## src/rtl/imm_rotate_encoder.sv

```systemverilog
// -----------------------------------------------------------------------------
// imm_rotate_encoder
//   Searches for a {rot[3:0], imm8[7:0]} encoding of a 32-bit constant so that
//   imm8 ROR (2*rot) reproduces the constant exactly. One rotation is tested per
//   cycle, lowest rotation first. Constants with no encoding are flagged with
//   found=0.
//
//   The candidate is held in a register that is loaded with the captured value
//   and then rotated left by two bits per step. After r steps it holds
//   value ROL (2*r), so no barrel shifter is needed. The load cycle is the
//   first SEARCH cycle, which gives done two cycles after start on a rotation-0
//   hit and 17 cycles after start when no encoding exists.
//
//   Optional feature (compile-time macro IMM_ENC_NEG_EN):
//     defined   - each step also tests the bitwise inverse of the candidate,
//                 for MVN-style encodings; a positive hit wins at equal rotation
//                 and `inverted` reports that the encoding is of ~value.
//     undefined - only the value itself is tested and `inverted` is tied low.
// -----------------------------------------------------------------------------
module imm_rotate_encoder #(
    parameter int DATA_W = 32,   // operand width; only 32 is supported
    parameter int IMM_W  = 8,    // immediate field width
    parameter int ROT_W  = 4     // rotate field width
) (
    input  logic                     clk,
    input  logic                     reset_n,
    input  logic                     start,
    input  logic [DATA_W-1:0]        value,
    output logic                     busy,
    output logic                     done,
    output logic                     found,
    output logic [ROT_W+IMM_W-1:0]   enc,
    output logic                     imm_carry,
    output logic                     inverted
);

    typedef enum logic [1:0] {
        ST_IDLE   = 2'd0,
        ST_SEARCH = 2'd1,
        ST_DONE   = 2'd2
    } state_t;

    localparam logic [ROT_W-1:0] ROT_LAST = '1;

    state_t              state_q;
    state_t              state_d;

    logic [DATA_W-1:0]   v_q;        // captured constant
    logic [DATA_W-1:0]   c_q;        // v_q ROL (2*r_q) once loaded_q is set
    logic [ROT_W-1:0]    r_q;        // rotation currently under test
    logic                loaded_q;   // candidate register holds rotation r_q

    logic                accept;
    logic                pos_hit;
    logic                neg_hit;
    logic                last_rot;
    logic                search_end;

    // A start is only honoured while idle; requests during SEARCH or DONE are dropped.
    assign accept   = (state_q == ST_IDLE) && start;

    // The candidate fits the immediate field when every bit above it is zero.
    assign pos_hit  = loaded_q && (c_q[DATA_W-1:IMM_W] == '0);

`ifdef IMM_ENC_NEG_EN
    // ~c_q equals (~v_q) ROL (2*r_q), so the inverse needs no second rotator.
    assign neg_hit  = loaded_q && (&c_q[DATA_W-1:IMM_W]);
`else
    assign neg_hit  = 1'b0;
`endif

    assign last_rot   = (r_q == ROT_LAST);
    assign search_end = pos_hit || neg_hit || (loaded_q && last_rot);

    // State register.
    always_ff @(posedge clk or negedge reset_n) begin
        if (!reset_n) begin
            state_q <= ST_IDLE;
        end else begin
            // NOTE: sequential state uses non-blocking assignments so every
            // register samples pre-edge values regardless of block ordering.
            state_q <= state_d;
        end
    end

    // Next-state decode plus the state-derived busy/done flags.
    always_comb begin
        // NOTE: every output of this block gets a default first, so no path
        // leaves a signal unassigned and no latch is inferred.
        state_d = state_q;
        busy    = 1'b0;
        done    = 1'b0;
        unique case (state_q)
            ST_IDLE: begin
                if (start) begin
                    state_d = ST_SEARCH;
                end
            end
            ST_SEARCH: begin
                busy = 1'b1;
                if (search_end) begin
                    state_d = ST_DONE;
                end
            end
            ST_DONE: begin
                done    = 1'b1;
                state_d = ST_IDLE;
            end
            default: begin
                state_d = ST_IDLE;
            end
        endcase
    end

    // Capture, candidate rotation and result registers.
    always_ff @(posedge clk or negedge reset_n) begin
        if (!reset_n) begin
            v_q       <= '0;
            c_q       <= '0;
            r_q       <= '0;
            loaded_q  <= 1'b0;
            found     <= 1'b0;
            enc       <= '0;
            imm_carry <= 1'b0;
        end else if (accept) begin
            // New request: capture the constant and clear the previous result.
            v_q       <= value;
            r_q       <= '0;
            loaded_q  <= 1'b0;
            found     <= 1'b0;
            enc       <= '0;
            imm_carry <= 1'b0;
        end else if (state_q == ST_SEARCH) begin
            if (!loaded_q) begin
                // First search cycle: candidate for rotation 0 is the value itself.
                c_q      <= v_q;
                loaded_q <= 1'b1;
            end else if (pos_hit) begin
                found     <= 1'b1;
                enc       <= {r_q, c_q[IMM_W-1:0]};
                // The decoder's shifter carry is bit 31 of the result, except for
                // rotation 0 where no shift happens and the carry stays clear.
                imm_carry <= (r_q != '0) & v_q[DATA_W-1];
            end else if (neg_hit) begin
                found     <= 1'b1;
                enc       <= {r_q, ~c_q[IMM_W-1:0]};
                imm_carry <= (r_q != '0) & ~v_q[DATA_W-1];
            end else if (!last_rot) begin
                r_q <= r_q + 1'b1;
                c_q <= {c_q[DATA_W-3:0], c_q[DATA_W-1:DATA_W-2]};
            end
        end
    end

`ifdef IMM_ENC_NEG_EN
    // Flags a result that encodes ~value; a positive hit at the same rotation wins.
    always_ff @(posedge clk or negedge reset_n) begin
        if (!reset_n) begin
            inverted <= 1'b0;
        end else if (accept) begin
            inverted <= 1'b0;
        end else if ((state_q == ST_SEARCH) && !pos_hit && neg_hit) begin
            inverted <= 1'b1;
        end
    end
`else
    assign inverted = 1'b0;
`endif

endmodule
```

## config.mk

```make
export PLATFORM = sky130hd
export DESIGN_NAME = imm_rotate_encoder
export DESIGN_NICKNAME = d
export VERILOG_FILES = /design/src/rtl/imm_rotate_encoder.sv
export SDC_FILE = /design/constraint.sdc
export NUM_CORES = 1
export LEC_CHECK = 0
export ABC_AREA = 1
export BUFFER_PORTS_ARGS = -buffer_cell sky130_fd_sc_hd__buf_2
export CAP_MARGIN = 25
export CORE_MARGIN = 2
export CORE_UTILIZATION = 50
export DETAILED_ROUTE_END_ITERATION = 6
export GPL_TIMING_DRIVEN = 1
export HOLD_SLACK_MARGIN = 0.1
export PLACE_DENSITY = 0.71
export SLEW_MARGIN = 20
export SYNTH_ARGS = -nofsm -noshare
export SYNTH_HDL_FRONTEND = slang
export SYNTH_SLANG_ARGS = --single-unit
```

## constraint.sdc

```tcl
create_clock -name clk -period 5 [get_ports clk]
set_clock_uncertainty 0.2 [all_clocks]
set_input_delay 0.25 -clock clk [delete_from_list [all_inputs] [get_ports clk]]
set_output_delay 0.25 -clock clk [all_outputs]
set_load 0.01 [all_outputs]
```

Word level (Yosys, flattened, before mapping)
Index checks and enable logic that the tools add are counted.
Cells by class
  add/sub/neg operators: 1
  equality and inequality tests: 9
  mux-type cells: 27
  bitwise gates (word level): 2
  reduce and logical (&&, ||, !) cells: 14
Operator list (number)
  $mux 32: 3
  $mux 12: 4
  $logic_not 24->1: 1
  $mux 4: 5
  $mux 1: 12
  $ne 2x2->1 const B: 6
  $reduce_and 4->1: 2
  $reduce_bool 2->1: 3
  $add 4x1->4 const B: 1
  $eq 4x4->1 const B: 1
  $mux 2: 2
  $pmux 2 s2: 1
  $reduce_bool 4->1: 1
  $logic_and 1x1->1: 3
  $reduce_and 3->1: 1
  $eq 2x1->1 const B: 1
  $eq 2x2->1 const B: 1
  $logic_not 2->1: 1
  $reduce_and 2->1: 1
  $and 1x1->1: 1
  $logic_or 1x1->1: 1
  $not 1->1: 1
Word-level totals
  flip-flop bits (word level): 85
  input port bits: 35
  word-level logic and storage cells: 61

Longest topological paths before layout
Gate-level depths: netlist of run 1.
  depth in word-level cells: 6
  gate-level depth with buffers: 10
  gate-level depth less buffers: 10

Worst setup path after synthesis of run 1
Ideal clock, no wire load.
  path kind: register to register
  from: register r_q[0]
  to: register r_q[0]
  setup time: 0.118 ns
  arrival: 1.334 ns
  data required time: 4.682 ns
  slack: 3.348 ns
  cell stages (with the launch flop): 8
  period minus slack after synthesis: 1.652 ns
  cells stage by stage: dfrtp_1 ha_1 nand2_1 nor2_1 nor3_1 nand2_1 nand3_1 nand2_1
Between the ends
  longest elaborated chain between the ends: 6
  elaborated cells between the ends (all ways): 9
  those cells by class: 1 x add/sub; 2 x eq/ne; 5 x mux; 1 x reduce/logical
Ends and longest elaborated chain
  from (decl): line 50  | logic [ROT_W-1:0] r_q;
  from (signal assigned): line 149  | r_q <= r_q + 1'b1;
  $add 4x1->4: line 149
  $mux 4: line 148  | end else if (!last_rot) begin
  $mux 4: line 138  | end else if (pos_hit) begin
  $mux 4: line 134  | if (!loaded_q) begin
  $mux 4: line 133  | end else if (state_q == ST_SEARCH) begin
  $mux 4: line 125  | end else if (accept) begin
Parallel ways exist; a longest one is shown, timed or not. The select of a mux whose other input is x is not followed.
A chain may end at the register's enable or synchronous reset.

Worst setup path after layout of run 1
  from: register loaded_q
  to: register c_q[20]
Between the ends
  longest elaborated chain between the ends: 3
  elaborated cells between the ends (all ways): 5
  those cells by class: 2 x eq/ne; 1 x mux; 2 x reduce/logical
Ends and longest elaborated chain
  from (decl): line 51  | logic loaded_q;
  from (signal assigned): line 121  | loaded_q <= 1'b0;
  from (signal assigned): line 129  | loaded_q <= 1'b0;
  from (signal assigned): line 137  | loaded_q <= 1'b1;
  $logic_and 1x1->1: line 63  | assign pos_hit = loaded_q && (c_q[DATA_W-1:IMM_W] == '0);
  $ne 2x2->1 (no line)
  $reduce_and 4->1 (no line)
  to (signal assigned): line 136  | c_q <= v_q;
  to (signal assigned): line 150  | c_q <= {c_q[DATA_W-3:0], c_q[DATA_W-1:DATA_W-2]};
  to (decl): line 49  | logic [DATA_W-1:0] c_q;
Parallel ways exist; a longest one is shown, timed or not.

==> results of run 1 <==
==> state kept, by name (all words and copies together) (netlist names) <==
name,flops
c_q,32
enc,12
found,1
imm_carry,1
loaded_q,1
r_q,4
state_q,2
v_q,32
==> cells by family (layout without fill, tap and decap cells) <==
group	count (synthesis)	after routing	synth area share, %
simple gates	341	341	35.8
compound gates	28	28	3.65
buf+inv	62	138	6.41
flops	85	85	53.4
fa+ha+maj	2	2	0.629
other cells	1	1	0.0942
==> cell usage after synthesis, drive strengths merged <==
library cell	count
buf	8
nor3	2
nor2	22
nand3	23
inv	31
nand2	257
o21ai	25
ha	2
a211oi	1
or2	1
nand4	35
o21a	1
clkbuf	21
a21oi	1
clkinv	2
and2	1
conb	1
dfrtp	85
==> metrics by stage <==
stage / power, mW / setup slack [ns] / hold WS (ns)
after global placement: 1.99 / 2.13 / 0.243
after global routing: 2.77 / 1.75 / 0.283
final: 2.56 / 1.99 / 0.237
after detailed placement: 2.05 / 2.08 / 0.0662
after CTS: 2.57 / 2.03 / 0.247
after floorplan: 1.79 / 3.35 / -0.246
==> layout make-up <==
| type | instances | area, µm² |
|---|---|---|
| Multi-Input combinational cell | 372 | 1600 |
| Clock buffer | 11 | 151 |
| Clock inverter | 5 | 58.8 |
| Sequential cell | 85 | 2130 |
| Tap cell | 102 | 128 |
| Timing Repair Buffer | 89 | 668 |
| Inverter | 33 | 124 |
| Fill cell | 648 | 2870 |
==> worst min path at each step <==
| stage | startpoint | end | slack (ns) | cells after the start |
|---|---|---|---|---|
| global route | start | state_q[0]$_DFFE_PN0P_ | 0.28 | 4 |
| floorplan | reset_n | c_q[0]$_DFFE_PN0P_ | -0.25 | 0 |
| finish | reset_n | v_q[28]$_DFFE_PN0P_ | 0.24 | 2 |
| CTS | reset_n | v_q[26]$_DFFE_PN0P_ | 0.25 | 2 |
| global placement | value[15] | v_q[15]$_DFFE_PN0P_ | 0.24 | 3 |
| detailed placement | reset_n | v_q[28]$_DFFE_PN0P_ | 0.07 | 1 |
==> worst register-to-register path, stage by stage (launching register included) <==
cell,delay [ns]
dfrtp_1,0.73
buf_4,0.29
nand2_1,0.09
nor2_1,0.10
nand2_1,0.06
nor2_1,0.16
nand2_2,0.41
nand3_2,0.66
nand2_1,0.14
nand2_1,0.10
==> per-layer routing <==
layer	GRT usage [%]	wire length (µm)
met1	30.1	4080
met2	37.6	4380
met3	3.87	461
met4	8.21	93
met5	0	0
==> power breakdown <==
| part | total [mW] | leakage, nW | switching (mW) | internal [mW] |
|---|---|---|---|---|
| logic | 0.943 | 1.47 | 0.597 | 0.346 |
| registers | 1.11 | 1.10 | 0.169 | 0.941 |
| clock network | 0.505 | 0.102 | 0.246 | 0.258 |
==> timing repair <==
action	in CTS	in global routing
hold endpoints to repair	91	0
hold buffers	33	0
buffers inserted	0	0
==> results.json, run 1 <==
{
  "gr-usage-all-layers_pct": 22.7,
  "dr.pass1.iters": 4,
  "tns_ns": 0,
  "synth_top_area_share_pct": 53.4,
  "cts_root_buf": "clkbuf_8",
  "crit_fanout": 34,
  "cp.depth": 9,
  "rows": 32,
  "vias": 3542,
  "clock.fmax_ghz": 0.332,
  "crit_path_end": "c_q[20]$_DFFE_PN0P_",
  "grt_pass1_vias": 3421,
  "diodes": 0,
  "worstRegToRegCells": 9,
  "drc_errors": 0,
  "grt_max_degree": 47,
  "drive_gt1_share_pct": 13.3,
  "min_path_type": "primary input to asynchronous set/reset pin",
  "yosysSeqAreaShare_pct": 53.4,
  "synth_top_cell_by_area": "dfrtp_1",
  "cp-start-kind": "flip-flop",
  "crit_top_cell": "nand2_1",
  "routed_wl_um": 9020,
  "grt_overflow": 0,
  "fin_nets": 627,
  "postRouteAntennaNets": 0,
  "stdcell_count": 697,
  "path_cells": "buf_4 > nand2_1 > nor2_1 > nand2_1 > nor2_1 > nand2_2 > nand3_2 > nand2_1 > nand2_1",
  "dp_hpwl_um": 5740,
  "final_cell_mix": "nand2_1, dfrtp_1, buf_2",
  "die_y_um": 93.2,
  "end_kind": "flip-flop",
  "final_common_cell": "nand2_1",
  "tritoncts": "yes",
  "place_area_um2": 4310,
  "fin_crit_sh_pct": 60.2,
  "syn_area_um2": 3980,
  "die_w_um": 93.2,
  "cts.clk_slew.worst_paths_ns": 0.08,
  "reg2reg_from": "loaded_q$_DFFE_PN0P_",
  "worstSkewPairLatency_ns": 0.35,
  "syn_inst": 519,
  "postLayoutCellArea_um2": 4850,
  "start_util_pct": 51.5,
  "synth_seq_cells": 85,
  "p_leak_nw": 2.67,
  "synth_area_leaders": "dfrtp_1, nand2_1, nand4_1",
  "timing.final.hold_violations": 0,
  "finalCriticalPeriod_ns": 3.01,
  "syn2layout_area_growth_pct": 22.0,
  "reg2reg_slack_ns": 1.99,
  "criticalPathCategory": "flip-flop to flip-flop",
  "antenna_found_initial": 0,
  "yosys_warnings": 0,
  "place_congestion": 0.831,
  "cp_data_arrival_time_ns": 3.09,
  "maxCapViolations": 0,
  "r2r-end": "c_q[20]$_DFFE_PN0P_",
  "cpMaxStageDelayCell": "dfrtp_1",
  "htree_levels": 3,
  "cpPeakStageDelay_ns": 0.73,
  "synth_cell_type_count": 24,
  "fin_util_pct": 62.8,
  "routedWlPerCell_um": 12.9,
  "drv_slew": 0,
  "relSlewSlack_pct": 53.4,
  "cts_inserted_buffers": 9,
  "ir_drop_mv": 0.228,
  "cts_resized": 0,
  "portBuffers": 50,
  "vias_per_cell": 5.08,
  "drt_first_iter_violations": 256,
  "grt_pass1_wl_um": 15700,
  "outcome": "finished, final reports clean",
  "cp.required_ns": 5.08,
  "p_per_area_nw_per_um2": 527,
  "startpoint": "loaded_q$_DFFE_PN0P_",
  "core-area_um2": 7730,
  "clkSinkCount": 85,
  "io-pin-count": 52,
  "clock_path_buffers": 2,
  "rsz0062_at_grt": "false",
  "dieArea_um2": 8690,
  "dp_cells": 648,
  "tightest_slew_ns": 0.699,
  "synth_nets": 556,
  "crit_buf_inv": 1,
  "cp_top_family": "simple AND/OR/NAND/NOR gates",
  "syn_area_per_cell_um2": 7.67,
  "setup_viol": 0
}
Note: power is estimated with default switching activity, not from simulation.
==> inputs of run 2 (changes only) <==
--- a/config.mk
+++ b/config.mk
@@ -5,7 +5,7 @@
 export SDC_FILE = /design/constraint.sdc
 export NUM_CORES = 1
 export LEC_CHECK = 0
-export ABC_AREA = 1
+export ABC_AREA = 0
 export BUFFER_PORTS_ARGS = -buffer_cell sky130_fd_sc_hd__buf_2
 export CAP_MARGIN = 25
 export CORE_MARGIN = 2
@@ -13,7 +13,7 @@
 export DETAILED_ROUTE_END_ITERATION = 6
 export GPL_TIMING_DRIVEN = 1
 export HOLD_SLACK_MARGIN = 0.1
-export PLACE_DENSITY = 0.71
+export PLACE_DENSITY = 0.74
 export SLEW_MARGIN = 20
 export SYNTH_ARGS = -nofsm -noshare
 export SYNTH_HDL_FRONTEND = slang
==> constraint.sdc (replaced) <==
create_clock -name clk -period 2.6 [get_ports clk]
set_clock_uncertainty 0.2 [all_clocks]
set_input_delay 0.13 -clock clk [delete_from_list [all_inputs] [get_ports clk]]
set_output_delay 0.13 -clock clk [all_outputs]
set_load 0.01 [all_outputs]
==> run 2 against run 1 <==
Fmax grew 40%; design area fell by 5.9%; synthesized cell count shrank 25%; clock power increased by 78%; setup slack got worse by 1.5 ns; power increased by 76%; wire length shrank 17%; register-to-register slack lost 1.5 ns; worst hold slack got worse by 0.078 ns.
==> results.json, run 2 <==
{
  "outcome": "finished, final reports clean",
  "core-area_um2": 7210,
  "cts_inserted_buffers": 9,
  "drc_errors": 0,
  "clock.fmax_ghz": 0.465,
  "tritoncts": "yes",
  "place_congestion": 0.798,
  "synthMuxAreaShare_pct": 8.91,
  "worstSkewPairLatency_ns": 0.36,
  "cp.required_ns": 2.68,
  "criticalPathCategory": "flip-flop to flip-flop",
  "cpMaxStageDelayCell": "dfrtp_1",
  "cts_root_buf": "clkbuf_8",
  "synth-simple-area-share_pct": 20.6,
  "rsz0062_at_grt": "false",
  "tightest_slew_ns": 0.965,
  "crit_fanout": 16,
  "final_common_cell": "nand2_1",
  "path_cells": "nor4_1 > nand4_2 > o21bai_4 > buf_4 > nand2_1 > o21ai_1",
  "yosysSeqAreaShare_pct": 57.4,
  "routed_wl_um": 7450,
  "end_kind": "flip-flop",
  "routedWlPerCell_um": 13.0,
  "grt_overflow": 0,
  "cts.clk_slew.worst_paths_ns": 0.08,
  "tns_ns": 0,
  "finalCriticalPeriod_ns": 2.15,
  "grt_pass1_wl_um": 13000,
  "crit_buf_inv": 1,
  "gr-usage-all-layers_pct": 19.9,
  "htree_levels": 3,
  "async_reset_ff_share_pct": 100,
  "multi_input_comb_area_um2": 1430,
  "vias": 2838,
  "ir_drop_mv": 0.533,
  "p_per_area_nw_per_um2": 983,
  "syn_area_um2": 3710,
  "min_path_type": "primary input to asynchronous set/reset pin",
  "post-cts-setup-buffer-count": 0,
  "start_util_pct": 51.4,
  "synth_common_cells": "nand2_1, dfrtp_1, o21ai_1",
  "reg.largest.list": "c_q (32), v_q (32), enc (12)",
  "yosys.cell_count.top_type": "nand2_1",
  "yosys_warnings": 0,
  "synth_area_leaders": "dfrtp_1, nand2_1, mux2i_1",
  "drv_slew": 0,
  "postRouteAntennaNets": 0,
  "syn2layout_area_growth_pct": 23.2,
  "synth_seq_cells": 85,
  "syn_inst": 388,
  "cp-start-kind": "flip-flop",
  "relSlewSlack_pct": 35.7,
  "p_leak_nw": 2.41,
  "dr.pass1.iters": 4,
  "ys.flop_type": "dfrtp_1",
  "dieArea_um2": 8120,
  "cp_data_arrival_time_ns": 2.23,
  "rows": 31,
  "die_w_um": 90.1,
  "clkSinkCount": 85,
  "synth_edf_count": 0,
  "drt_first_iter_violations": 173,
  "drive_gt1_share_pct": 17.3,
  "synth_top_family_by_area": "simple AND/OR/NAND/NOR gates",
  "timing.final.hold_violations": 0,
  "fin_ws_ns": 0.451,
  "cts_resized": 0,
  "cp_top_family": "simple AND/OR/NAND/NOR gates",
  "regArea_um2": 2130,
  "cpPeakStageDelay_ns": 0.42,
  "clock_path_buffers": 2,
  "vias_per_cell": 4.96,
  "io-pin-count": 52,
  "synth_top_area_share_pct": 57.4,
  "final_cell_mix": "nand2_1, dfrtp_1, buf_2",
  "fin_nets": 505,
  "die_y_um": 90.1,
  "dp_slack_ns": 0.417,
  "synth_cell_type_count": 31,
  "fillers": 591,
  "synth_top_cell_by_area": "dfrtp_1",
  "diodes": 0,
  "grt_pass1_vias": 2775,
  "antenna_found_initial": 0,
  "grt_max_degree": 56,
  "fin_crit_sh_pct": 82.7,
  "synth_xor_area_share_pct": 0,
  "synth_compound_area_share_pct": 8.00,
  "setup_viol": 0,
  "portBuffers": 50,
  "syn_area_per_cell_um2": 9.56,
  "synth_adder_area_share_pct": 0.675,
  "synth_nets": 425,
  "totalPowerFinal_mw": 4.49,
  "dp_hpwl_um": 4690,
  "maxCapViolations": 0
}
## run 2: logic make-up after synthesis
family                   count (synthesis)
AO/OA/AOI/OAI                           55
buffers and inverters                   29
multiplexers                            33
AND/OR/NAND/NOR                        183
other                                    1
adder cells (fa/ha/maj)                  2
flip-flops                              85
## run 2: worst reg2reg max path, cell delays in order, from the launching register on
cell	delay (ns)
dfrtp_1	0.42
nor4_1	0.41
nand4_2	0.29
o21bai_4	0.36
buf_4	0.26
nand2_1	0.07
o21ai_1	0.07
## run 2: where the power goes
part,leakage [nW],switching [mW],total [mW],internal [mW]
Combinational,1.23,0.773,1.40,0.624
Clock,0.0990,0.470,0.899,0.429
Sequential,1.09,0.380,2.19,1.81
## run 2: path summary, 6_finish.rpt
path | from | to | slack [ns] | cells past startpoint
max | c_q[13]$_DFFE_PN0P_ | c_q[2]$_DFFE_PN0P_ | 0.45 | 6
min | reset_n | r_q[2]$_DFFE_PN0P_ | 0.16 | 2
max reg2reg | c_q[13]$_DFFE_PN0P_ | c_q[2]$_DFFE_PN0P_ | 0.45 | 6
min reg2reg | v_q[19]$_DFFE_PN0P_ | v_q[19]$_DFFE_PN0P_ | 0.28 | 2
max in group asynchronous | reset_n | v_q[15]$_DFFE_PN0P_ | 1.34 | 3
min in group clk | v_q[19]$_DFFE_PN0P_ | v_q[19]$_DFFE_PN0P_ | 0.28 | 2
## run 2: metrics by stage
stage          instance area (µm²)  hold slack, ns  std cells  utilization, %
2_1_floorplan                 3710          -0.366        388               -
3_3_place_gp                  4030          0.0203        522            55.9
3_5_place_dp                  4030          0.0223        522            55.9
4_1_cts                       4570           0.184        572            63.3
5_1_grt                       4570           0.224        572            63.3
6_report                      4570           0.159        572            63.3
## run 2: metal layers
| layer | GRT usage [%] | up-vias | share of wire (%) |
|---|---|---|---|
| li1 | - | 1428 | - |
| met1 | 26.4 | 1357 | 47 |
| met2 | 32.8 | 45 | 49 |
| met3 | 5.45 | 8 | 3.4 |
| met4 | 5.00 | 0 | 0.95 |
| met5 | 0 | - | 0 |
## run 2: repair_timing
item                                    4_1_cts  5_1_grt
endpoints found under the setup margin        0        0
endpoints found under the hold margin        86        0
hold buffers                                 34        0
## run 2: area by class of cell
type	count	area share, %
clock inverters	4	0.657
clock buffers	12	3.62
flip-flops and latches	85	46.6
well taps	99	2.71
inverters	6	0.493
multi-input cells	274	31.4
repair buffers	92	14.6
